### src/rtl/pwm_tick_gen_if.sv
// Configuration port for pwm_tick_gen: requested period/duty, load strobe and apply acknowledge.
interface pwm_tick_gen_if #(
   parameter int CNT_W = 16
);
   logic [CNT_W-1:0] period;
   logic [CNT_W-1:0] duty;
   logic             load;
   logic             load_ack;

   modport master (output period, output duty, output load, input load_ack);
   modport slave  (input period, input duty, input load, output load_ack);
endinterface

### src/rtl/pwm_tick_gen.sv
// Tick-based PWM generator with shadow-buffered period/duty applied only at period boundaries.
//  state | meaning
//  IDLE  | counter and output held at 0, pending config applied immediately
//  RUN   | counting ticks, pending config applied at wrap, disable, or tick when period is 0
module pwm_tick_gen #(
   parameter int CNT_W = 16
) (
   input  logic          clk,
   input  logic          rst,
   input  logic          tick,
   input  logic          en,
   pwm_tick_gen_if.slave cfg,
   output logic          pwm_out,
   output logic          period_done
);
   typedef enum logic {IDLE, RUN} state_t;

   localparam logic [CNT_W-1:0] ONE = {{(CNT_W-1){1'b0}}, 1'b1};

   state_t           state, state_nxt;
   logic [CNT_W-1:0] cnt, cnt_nxt;
   logic [CNT_W-1:0] period_s, period_s_nxt;
   logic [CNT_W-1:0] duty_s, duty_s_nxt;
   logic [CNT_W-1:0] pend_period, pend_period_nxt;
   logic [CNT_W-1:0] pend_duty, pend_duty_nxt;
   logic             pend_flag, pend_flag_nxt;
   logic             load_ack_q, load_ack_nxt;
   logic             pwm_nxt, period_done_nxt;
   logic             running, wrap, zero_tick, apply, have_pend;
   logic [CNT_W-1:0] period_in, duty_in;

   always_ff @(posedge clk) begin : state_reg
      if (rst) state <= IDLE;
      else     state <= state_nxt;
   end

   always_comb begin : next_state
      state_nxt = state;
      case (state)
         IDLE:    if (en)  state_nxt = RUN;
         RUN:     if (!en) state_nxt = IDLE;
         default: state_nxt = IDLE;
      endcase
   end

   always_comb begin : datapath_next
      running   = (state == RUN) && en;
      wrap      = running && tick && (period_s != '0) && (cnt == period_s - ONE);
      zero_tick = running && tick && (period_s == '0);

      // A load seen this cycle wins over an older pending value.
      have_pend = cfg.load || pend_flag;
      period_in = cfg.load ? cfg.period : pend_period;
      duty_in   = cfg.load ? cfg.duty   : pend_duty;
      apply     = have_pend && ((state == IDLE) || !en || wrap || zero_tick);

      pend_period_nxt = cfg.load ? cfg.period : pend_period;
      pend_duty_nxt   = cfg.load ? cfg.duty   : pend_duty;
      pend_flag_nxt   = have_pend && !apply;

      period_s_nxt = apply ? period_in : period_s;
      duty_s_nxt   = apply ? duty_in   : duty_s;

      cnt_nxt = '0;
      if (running) begin
         if (tick && (period_s != '0)) cnt_nxt = wrap ? '0 : cnt + ONE;
         else                          cnt_nxt = cnt;
      end

      // Output is built from next-state values so it stays aligned with cnt.
      pwm_nxt         = (state_nxt == RUN) && (period_s_nxt != '0) && (cnt_nxt < duty_s_nxt);
      period_done_nxt = wrap;
      load_ack_nxt    = apply;
   end

   always_ff @(posedge clk) begin : datapath_reg
      if (rst) begin
         cnt         <= '0;
         period_s    <= '0;
         duty_s      <= '0;
         pend_period <= '0;
         pend_duty   <= '0;
         pend_flag   <= 1'b0;
         pwm_out     <= 1'b0;
         load_ack_q  <= 1'b0;
         period_done <= 1'b0;
      end else begin
         cnt         <= cnt_nxt;
         period_s    <= period_s_nxt;
         duty_s      <= duty_s_nxt;
         pend_period <= pend_period_nxt;
         pend_duty   <= pend_duty_nxt;
         pend_flag   <= pend_flag_nxt;
         pwm_out     <= pwm_nxt;
         load_ack_q  <= load_ack_nxt;
         period_done <= period_done_nxt;
      end
   end

   assign cfg.load_ack = load_ack_q;
endmodule

### src/flat_wrapper.sv
// flat-port wrapper written by rule: the top's interface ports become plain ports
module pwm_tick_gen_flat 
#(
   parameter int CNT_W = 16
)
  (clk, rst, tick, en, pwm_out, period_done, cfg_period, cfg_duty, cfg_load, cfg_load_ack);
  pwm_tick_gen_if #(.CNT_W(CNT_W)) cfg_i ();
  input  logic clk;
  input  logic rst;
  input  logic tick;
  input  logic en;
  output logic pwm_out;
  output logic period_done;
  input wire logic [$bits(cfg_i.period)-1:0] cfg_period;
  input wire logic [$bits(cfg_i.duty)-1:0] cfg_duty;
  input wire logic [$bits(cfg_i.load)-1:0] cfg_load;
  output wire logic [$bits(cfg_i.load_ack)-1:0] cfg_load_ack;
  assign cfg_i.period = cfg_period;
  assign cfg_i.duty = cfg_duty;
  assign cfg_i.load = cfg_load;
  assign cfg_load_ack = cfg_i.load_ack;
  pwm_tick_gen #(.CNT_W(CNT_W)) u_core (.clk(clk), .rst(rst), .tick(tick), .en(en), .cfg(cfg_i), .pwm_out(pwm_out), .period_done(period_done));
endmodule
### config.mk
export PLATFORM = sky130hd
export DESIGN_NAME = pwm_tick_gen_flat
export DESIGN_NICKNAME = d
export VERILOG_FILES = /design/src/rtl/pwm_tick_gen_if.sv /design/src/rtl/pwm_tick_gen.sv /design/src/flat_wrapper.sv
export SDC_FILE = /design/constraint.sdc
export NUM_CORES = 1
export LEC_CHECK = 0
export CAP_MARGIN = 20
export CORE_UTILIZATION = 55
export DETAILED_ROUTE_END_ITERATION = 12
export HOLD_SLACK_MARGIN = 0.03
export PLACE_DENSITY_LB_ADDON = 0.1
export SLEW_MARGIN = 0
export SYNTH_ARGS = -nofsm -noshare
export SYNTH_HDL_FRONTEND = slang
export SYNTH_SLANG_ARGS = --single-unit
### constraint.sdc
create_clock -name clk -period 5.6 [get_ports clk]
set_input_delay 0.84 -clock clk [delete_from_list [all_inputs] [get_ports clk]]
set_output_delay 0.84 -clock clk [all_outputs]
set_load 0.02 [all_outputs]
Word-level counts from Yosys, hierarchy flattened
Cells that the tools add are included.
{ "word_totals": {"register_bits": 85, "latchBits": 0, "ramBits": 0, "mem_bits_ro": 0, "in_bits": 37, "out_inout_bits": 3, "word_cells": 42, "memories": 0} }
{ "classes": {"n_addsub": 2, "multipliers": 0, "div_mod_pow": 0, "magnitude_cmp": 1, "eq_ne": 1, "n_shift": 0, "mux": 8, "bitwise_logic": 1, "reduce_logical": 19} }
{ "op_table": {"columns": ["cell", "n"], "rows": [
  ["two-way mux 16 bit", 7],
  ["nonzero test 16 bit", 2],
  ["adder 16 x 1 -> 16 bit, second input constant", 1],
  ["equality test 16 bit", 1],
  ["logical NOT 16 bit", 1],
  ["less-than comparator 16 bit", 1],
  ["subtractor 16 x 1 -> 16 bit, second input constant", 1],
  ["logical AND 1 bit", 10],
  ["logical OR 1 bit", 4],
  ["logical NOT 1 bit", 2],
  ["two-way mux 1 bit", 1],
  ["NOT 1 bit", 1]
]} }

Logic depth before layout (Yosys ltp)
Gate-level depths: netlist of the first run.
{ "depth": {"word_depth": 11, "ltp_mapped": 20, "depth_no_buf": 19} }

Worst setup path before layout of the first run
No wires, ideal clock.
{ "synth_path": {"path_type": "in2reg", "startpoint": "input en", "endpoint": "register u_core.pwm_out", "setup_ns": 0.079, "t_arrival_ns": 3.782, "required_time_ns": 5.521, "setup_slack_ns": 1.739, "cell_stages": 17, "path_buffers": 1, "cell_sequence": "nand2_1 -> nor3_1 -> nand3_1 -> nor4b_4 -> o2111ai_4 -> a21oi_4 -> buf_6 -> mux2i_1 -> ha_1 -> a21o_1 -> a21o_1 -> a21o_1 -> a21oi_1 -> nor2b_1 -> o211ai_1 -> o2111ai_1 -> a211oi_2"} }
{ "synth_between": {"elab_chain_cells": 11, "word_cells_on_any_way": 20, "classes_between": "order compare: 1; mux: 6; reduce/logical: 13"} }
{ "synth_rtl": {"columns": ["item", "line_no", "rtl"], "rows": [
  ["start, declared", "flat_wrapper.sv:11", "input logic en;"],
  ["branches (longest 10 deep; another with less-than comparator 16 bit)", null, null],
  ["logical AND 1 bit (*)", "pwm_tick_gen.sv:71", "pwm_nxt = (state_nxt == RUN) && (period_s_nxt != '0) && (cnt_nxt < duty_s_nxt);"],
  ["end signal, assigned", "pwm_tick_gen.sv:94", "pwm_out <= pwm_nxt;"],
  ["end, declared", "pwm_tick_gen.sv:13", "output logic pwm_out,"]
]} }
Every way passes the cells marked *.
A chain may end at the register's enable or synchronous reset.

Worst setup path in the final report of the first run
{ "layout_path": {"startpoint": "register u_core.period_s[2]", "endpoint": "register u_core.pwm_out"} }
{ "layout_between": {"elab_chain_cells": 10, "word_cells_on_any_way": 20, "classes_between": "add/sub: 1; order compare: 1; eq/ne: 1; mux: 5; reduce/logical: 12"} }
{ "layout_rtl": {"columns": ["item", "line_no", "rtl"], "rows": [
  ["start, declared", "pwm_tick_gen.sv:22", "logic [CNT_W-1:0] period_s, period_s_nxt;"],
  ["start signal, assigned", "pwm_tick_gen.sv:89", "period_s <= period_s_nxt;"],
  ["branches (longest 9 deep; another with subtractor 16 x 1 -> 16 bit)", null, null],
  ["logical AND 1 bit (*)", "pwm_tick_gen.sv:71", null]
]} }
Marked as above.

==> results, run 1 <==
- The later pin in the worst-skew pair is clocked with a latency of 0.35 ns.
- The worst pin sits at a relative slew slack of 40.2%.
- The first global-routing pass estimated 15700 um of wire.
- The post-synthesis xor/xnor area fraction is 7.43%.
- Traced cell by cell, the critical path runs through nor4_4 -> nand4_1 -> xnor2_1 -> a2111oi_2 -> o2111ai_4 -> a21oi_4 -> buf_4 -> mux2i_1 -> ha_1 -> a211o_1 -> o211ai_1 -> o2111ai_1 -> a211oi_2.
- On the worst path, the slowest cell contributes a delay of 0.58 ns.
- The worst setup path is launched from a flip-flop.
- The synthesized netlist devotes 23.1% of its cell area to simple gates.
- The share of flip-flops with an asynchronous set or reset is 0%.
- The post-synthesis sequential element count is 85.
- The fraction of final layout cells with drive strength greater than 1 is 11.8%.
- The pin count of the biggest net entering global routing is 69.
- The slowest cell on the critical path is nor4_4.
- Internal power comes to 0.000968 W.
- The total count of max-transition violations in the final report came to 0.
- The count of H-tree levels built during CTS is 3.
- Post-CTS timing repair inserted 0 buffers for setup.
- Across the run, the number of max-cap violations was 0.
- By area the synthesized netlist is led by dfxtp_1 39%, mux2i_1 7.8%, nor2_1 7.6%.
- The final RePlAce weighted congestion is 0.877.
- In the final design database the tool counted 543 nets.
- In the final routed layout, each cell accounts on average for 15.7 um.
- The I/O pin count is 40.
- Counting cells, the worst reg-to-reg path comes to 13.
- Each instance of the synthesized netlist takes up on average 9.43 um^2.
- The number of placement rows is 32.
- Power spread over the standard cell area amounts to 268 nW/um^2.
- Setup violations remaining at the end of the flow were counted as 0.
- The clock sink count is 85.
- The number of nets handed over by synthesis was 518.
- The count of inserted antenna diode cells is 0.
- Global routing used 24.0% of the available tracks across all layers.
- The startpoint of the tightest hold check path is u_core.duty_s[9].
- The mux contribution to synthesized area is 11.9%.
- The class of the worst hold path is reg2reg.
- The clock tree from TritonCTS is built.
- The number of instances in the synthesized netlist is 463.
- In this run, post-CTS hold repair placed 0 buffers.
- The leakage component of the power is 1.93 nW.
- The port buffer count is 39.
- From left edge to right edge, the die measures 91.1 um.
- Tracing the worst setup path back leads to its startpoint at u_core.period_s[2].
- The synthesized netlist devotes 9.03% of its cell area to compound gates.
- The detailed-route wire length is 9320 um.
- After Yosys synthesis, full adders, half adders and majority gates account for 5.16% of the synthesized area.
- The post-synthesis cell area is 4360 um^2.
- The terminus of the critical flop-to-flop path is u_core.pwm_out.
- Among all flip-flop cells after synthesis, the most frequent one is dfxtp_1.
- After layout, the worst path uses 81.3% of the clock period.
- In this run the remaining antenna-violating nets after routing total 0.
- The warning count from the yosys run is 0.
- The end point of the critical path is u_core.pwm_out.
- Data on the critical path is required at its endpoint by 5.87 ns.
- Per report_power, the sequential group accounts for 50.1% of the total.
- The HPWL after detailed placement is 6920 um.
- The number of distinct library cells after synthesis is 53.
- The worst setup path is of the reg2reg kind.
- Counting flops with a built-in enable in the synthesized netlist gives 0.
- The run finished with clean final reports.
- The first routing iteration left 137 violations.
- The post-placement worst setup slack is 0.731 ns.
- The number of search-and-repair iterations in the first detailed-routing pass is 4.
- STA classifies the critical path endpoint as a flip-flop.
- The setup slack on the worst flop-to-flop path is 1.05 ns.
- The highest ir drop seen on vdd is 0.182 mV.
- The data arrival time of the critical path is 4.82 ns.
- After layout, the design draws a total of 0.00132 W.
- Setup slack on the critical path of the routed design comes to 1.05 ns.
- The final-report hold violation count is 0.
- After detailed routing, the number of remaining DRC violations is 0.
- The largest total area in the synthesized netlist belongs to dfxtp_1.
- Dividing the detail-routed via count by the number of cells gives 5.56.
- The combinational share of power is 16.1%.
- The root buffer selected by CTS is clkbuf_8.
- The fraction of power spent switching nets is 26.8%.
- The post-CTS clock slew at the launch and capture registers of the worst setup and hold paths is 0.09 ns.
- The sequential cell area fraction in the yosys report is 39.0%.
- The peak fanout along the critical path is 42.
- Relative to the synthesized area, the layout overhead comes to 12.9%.
- The summed negative setup slack over all endpoints is 0 ns.
- The power dissipated by switching net loads is 0.000354 W.
- The clock share of power is 33.8%.
- The startpoint identified for the worst register-to-register timing path is u_core.period_s[2].
- The die covers 8290 um^2.
- The number of buffers created by CTS is 9.
- Across all hold checks on the routed design, the worst slack comes to 0.506 ns.
- Based on the critical path, the design can be clocked at up to 220 MHz.
- The synthesized design devotes to its leading area cell type 39.0% of total area.
- The initial antenna violation count was 0.
- The slew of the pin with the lowest slew margin is 0.897 ns.
- Summed over all layers, the global routing overflow is 0.
- The starting density of the core is 56.8%.
- In this run the deepest clock path goes through 2 buffers.
- The number of global-route vias before repair came to 3201.
- The floorplan core area is 7690 um^2.
- The total via count in the routed design is 3305.
- For the final database, setup skew stands at 0.0101 ns.
- The floorplan step set the die height to 91.1 um.
- Setup repair after global routing left no endpoint under its margin.
- The largest family of logic cells by synthesized area is simple AND/OR/NAND/NOR gates.
- The minimum clock period after layout is 4.55 ns.
- After clock tree synthesis, the repair step resized 0 gates.
metrics by stage:
stage,std cells,utilization (%),instance area (um^2)
3_3_place_gp,579,61.5,4730
4_1_cts,594,64.1,4930
2_1_floorplan,463,-,4360
5_1_grt,594,64.1,4930
3_5_place_dp,579,61.5,4730
6_report,594,64.1,4930
cell families (layout without fill, tap and decap cells):
| family | count (synthesis) | after routing |
|---|---|---|
| and+or+nand+nor | 192 | 192 |
| DFF | 85 | 85 |
| muxes | 50 | 50 |
| AOI/OAI and AO/OA | 46 | 46 |
| xor gates and xnor gates | 37 | 37 |
| buffers and inverters | 35 | 64 |
| adders and majority gates | 18 | 18 |
worst max-delay path, delay by kind of cell, from the launching register on:
kind	cells	cell delay, ns
and+or+nand+nor	2	0.76
buffers and inverters	1	0.48
AOI/OAI and AO/OA	7	2.00
xor gates and xnor gates	1	0.19
DFF	1	0.42
adders and majority gates	1	0.28
muxes	1	0.31
per-layer routing:
metal  global-route usage, %  wire length, um
met2                    35.6             4060
met3                    4.36              367
met1                    34.7             4750
met5                       0                0
met4                    8.60              144
layout make-up:
cell class | count | area, um^2
clock buffers | 12 | 155
clock inverters | 3 | 43.8
fillers | 651 | 2760
inverters | 8 | 30.0
multi-input cells | 343 | 2470
flip-flops and latches | 85 | 1700
well taps | 102 | 128
repair buffers | 41 | 395
power by group through the flow:
| stage | registers [W] | logic [W] | clock network [W] |
|---|---|---|---|
| floorplan | 0.000667 | 0.000164 | 0 |
| finish | 0.000663 | 0.000213 | 0.000446 |
| CTS | 0.000662 | 0.000214 | 0.000456 |
| detailed placement | 0.000676 | 0.000212 | 0 |
| global placement | 0.000675 | 0.000209 | 0 |
| global route | 0.000667 | 0.000236 | 0.000481 |
cell usage after synthesis, types with 2 or more instances:
| library cell | n |
|---|---|
| a211oi_1 | 13 |
| a211oi_2 | 5 |
| a21o_1 | 4 |
| a21oi_1 | 5 |
| a31oi_1 | 2 |
| buf_1 | 3 |
| buf_2 | 2 |
| buf_6 | 7 |
| clkbuf_1 | 14 |
| dfxtp_1 | 85 |
| ha_1 | 18 |
| inv_1 | 8 |
| mux2_2 | 16 |
| mux2i_1 | 34 |
| nand2_1 | 15 |
| nand3_1 | 6 |
| nand3b_1 | 2 |
| nand4_1 | 14 |
| nor2_1 | 88 |
| nor2_2 | 10 |
| nor2b_1 | 19 |
| nor3_1 | 10 |
| nor3b_1 | 3 |
| nor4_1 | 9 |
| nor4_4 | 2 |
| o211ai_1 | 2 |
| o21ai_0 | 4 |
| or2_1 | 2 |
| or3_1 | 2 |
| xnor2_1 | 19 |
| xor2_1 | 18 |
placed cells by master, fill, tap and decap left out, types with 9 or more instances in the layout:
| master | count |
|---|---|
| clkdlybuf4s50_1 | 37 |
| xnor2_1 | 19 |
| dfxtp_1 | 85 |
| nor2b_1 | 19 |
| nor4_1 | 9 |
| mux2i_1 | 34 |
| nor2_2 | 10 |
| nor3_1 | 10 |
| ha_1 | 18 |
| nor2_1 | 88 |
| mux2_2 | 16 |
| xor2_1 | 18 |
| a211oi_1 | 13 |
| nand2_1 | 15 |
| clkbuf_8 | 11 |
| nand4_1 | 14 |
worst min-delay path by stage:
| stage | cells after the start | slack (ns) | to |
|---|---|---|---|
| 6_report | 2 | 0.51 | u_core.duty_s[9] |
| 5_1_grt | 2 | 0.53 | u_core.duty_s[9] |
| 4_1_cts | 2 | 0.51 | u_core.duty_s[9] |
| 3_5_place_dp | 2 | 0.48 | u_core.pend_duty[0] |
| 3_3_place_gp | 2 | 0.48 | u_core.duty_s[12] |
| 2_1_floorplan | 2 | 0.45 | u_core.pend_duty[0] |
Note: power is estimated with default switching activity, not from simulation.
==> inputs of run 2 (changes only) <==
==> constraint.sdc (replaced) <==
create_clock -name clk -period 4.5 [get_ports clk]
set_input_delay 0.675 -clock clk [delete_from_list [all_inputs] [get_ports clk]]
set_output_delay 0.675 -clock clk [all_outputs]
set_load 0.02 [all_outputs]
==> run 2 against run 1 <==
Effect of this change:
- die area stayed put
- combinational power rose by 27%
- flip-flop and latch count is the same
- count of clock-buffer cells in the layout down 3
- fmax grew 12%
- clock power is 19% higher
- via count is 1.7% higher
- cell area rose by 0.51%
- critical path depth is 3 higher
- register-to-register slack worse by 0.61 ns
- non-clock buffer count is 5 higher
- clock skew is 0.0013 ns lower
- critical endpoint unchanged
==> results, run 2 (synthesized netlist as in run 1, its figures left out) <==
- The run finished with clean final reports.
- In this run the vertical extent of the chip is 91.1 um.
- The most common cell after layout, fill and taps aside is nor2_1.
- The total of max-cap violations is 0.
- The remaining global-route overflow is 0.
- The final-report hold violation count is 0.
- The portion of the clock cycle consumed by the worst path in the final layout is 90.3%.
- After the first detailed-routing iteration, the DRC count stood at 164.
- The I/O pin count is 40.
- The timing-limited maximum frequency is 246 MHz.
- The total via count in the routed design is 3362.
- After clock tree synthesis, the clock-pin slew on the worst setup and hold paths is 0.09 ns.
- The power density over the cells is 328 nW/um^2.
- The HPWL after detailed placement is 6930 um.
- Data on the critical path arrives at its endpoint at 4.34 ns.
- The total count of max-transition violations in the final report is 0.
- In this run the deepest clock path goes through 2 buffers.
- The all-layer global routing usage is 24.4%.
- Clock latency on the worst-skew pair, taken at its later pin, is 0.36 ns.
- The placed instance count is 584.
- The final antenna-violating net count is 0.
- The initial antenna violation count is 0.
- In the final routed layout, each cell accounts on average for 15.9 um.
- The analysis attributes to cell leakage a power of 1.95 nW.
- For this block, the routed nets add up to 9500 um of wire.
- The count of inserted antenna diode cells is 0.
- For this configuration, the core starts out at a cell density of 56.8%.
- VDD sags by at most 0.236 mV.
- Setup violations remaining at the end of the flow were counted as 0.
- The sequential standard cell area is 1700 um^2.
- In the final routing, the length of wire on met1 measures 4950 um.
- The minimum clock period after layout is 4.06 ns.
- The area of the die is 8290 um^2.
- The global-route wire length before repair is 16000 um.
- Relative to the synthesized area, the layout overhead comes to 13.4%.
- The width of the chip is 91.1 um.
- The detailed route wirelength on metal3 is 311 um.
- For this run, the number of standard cells in the final layout without fillers is 599.
- The kind of capture point of the worst setup path is a flip-flop.
- The min-delay analysis places its worst path in the category reg2reg.
- Clock tree synthesis selected as its root buffer the cell clkbuf_8.
- The top layer used by detailed routing is met4.
- After the last flow step, the layout net total stands at 548.
- After filler insertion, the fill cell instance count of the layout stands at 658.
- Clock skew on the completed layout was measured at 0.00882 ns.
- The worst pin sits at a relative slew slack of 45.0%.
- Along the worst path, the maximum fanout reaches 7.
- The total setup buffers inserted after CTS is 0.
- The pin count of the biggest net entering global routing is 69.
- STA classifies the critical path startpoint as a flip-flop.
- The library cells used most frequently in the layout, excluding fill and tap cells, are 88 x nor2_1, 85 x dfxtp_1, 37 x clkdlybuf4s50_1.
- The slew of the pin with the lowest slew margin is 0.825 ns.
- The number of global-route vias before repair is 3229.
- Before antenna repair, the detailed router went through 4 iterations.
- Measured in cells, the most critical reg-to-reg path has a length of 16.
- The number of gates resized after CTS was 0.
- After floorplanning, the core was divided into 32 placement rows.
- The floorplan core area is 7690 um^2.
- The worst setup path category is reg2reg.
- Cells with a size suffix above 1 make up 12.9% of the layout.
- The data required time of the critical path is 4.78 ns.
- Using the TritonRoute via totals, the vias-per-cell ratio works out to 5.61.
- Routability-driven placement finished with a final weighted congestion of 0.852.
- The clock tree from TritonCTS is built.
- The depth of the worst hold-timing path is 2.
- The port buffer count is 39.
- The total area of multi-input combinational cells is 2470 um^2.
- After detailed routing, the met2 layer carries 4070 um of wire.
- The worst register-to-register path has a setup slack of 0.44 ns.
- TritonCTS created 9 clock buffers.
- For this design, the sink count on the clock tree is 85.
- The cts-stage hold buffer count is 0.
- After detailed routing, the number of remaining DRC violations is 0.
- The count of H-tree levels built during CTS is 3.
- Setup repair after global routing left no endpoint under its margin.
- The summed negative setup slack over all endpoints is 0 ns.
-- run 2: cell count changes in the layout (fill, tap and decap cells not counted), sizes merged --
cell / delta
clkbuf: -3
buf: +5
clkinv: +3
-- run 2: report_power, final --
group          switching (W)  internal [W]
clock network       0.000276      0.000254
registers          0.0000337      0.000791
logic               0.000139      0.000132
total               0.000449       0.00118
-- run 2: critical path: stages (launching register included) --
cell and delay [ns]:
dfxtp_1 0.41, nor4_4 0.47, nand4_1 0.16, xnor2_1 0.17
a2111oi_2 0.44, o2111ai_4 0.28, a21oi_4 0.24, buf_4 0.21
mux2i_1 0.27, ha_1 0.28, a21o_1 0.16, a21o_1 0.17
a21oi_1 0.13, nor2b_1 0.06, o211ai_1 0.15, o2111ai_1 0.16
a211oi_2 0.21
-- run 2: through the flow --
| stage | setup WS [ns] | total power [W] | cell area, um^2 | hold WS (ns) | util [%] |
|---|---|---|---|---|---|
| finish | 0.437 | 0.00162 | 4950 | 0.507 | 64.4 |
| global route | 0.102 | 0.00170 | 4950 | 0.544 | 64.4 |
| CTS | 0.393 | 0.00163 | 4950 | 0.514 | 64.4 |
| detailed placement | 0.116 | 0.00111 | 4760 | 0.488 | 62.0 |
| global placement | 0.257 | 0.00111 | 4760 | 0.473 | 62.0 |
| floorplan | 0.647 | 0.00103 | 4360 | 0.451 | - |
-- run 2: path summary, 6_finish.rpt --
check | startpoint | endpoint
max | u_core.period_s[2] | u_core.pwm_out
min | u_core.duty_s[2] | u_core.duty_s[2]
max reg2reg | u_core.period_s[2] | u_core.pwm_out
min reg2reg | u_core.duty_s[2] | u_core.duty_s[2]
-- run 2: cell type report --
type	count	share of cell area (%)
tap	102	2.58
timing repair buffer	46	8.74
multi-input combinational	343	49.9
clock inverter	6	1.26
clock buffer	9	2.50
sequential	85	34.4
inverter	8	0.607
-- run 2: layer usage --
layer  global-route usage [%]  up-vias
met5                        0        -
met1                     35.6     1610
met3                     4.61       15
met2                     35.7       61
met4                     8.47        0
li1                         -     1676
==> inputs of run 3 (changes only) <==
--- a/config.mk
+++ b/config.mk
@@ -7,6 +7,7 @@
 export LEC_CHECK = 0
 export CAP_MARGIN = 20
 export CORE_UTILIZATION = 55
+export CTS_BUF_LIST = sky130_fd_sc_hd__clkbuf_8
 export DETAILED_ROUTE_END_ITERATION = 12
 export HOLD_SLACK_MARGIN = 0.03
 export PLACE_DENSITY_LB_ADDON = 0.1
==> results of run 3 <==
Same layout as run 2: the final DEF is identical, and so are final timing and power.
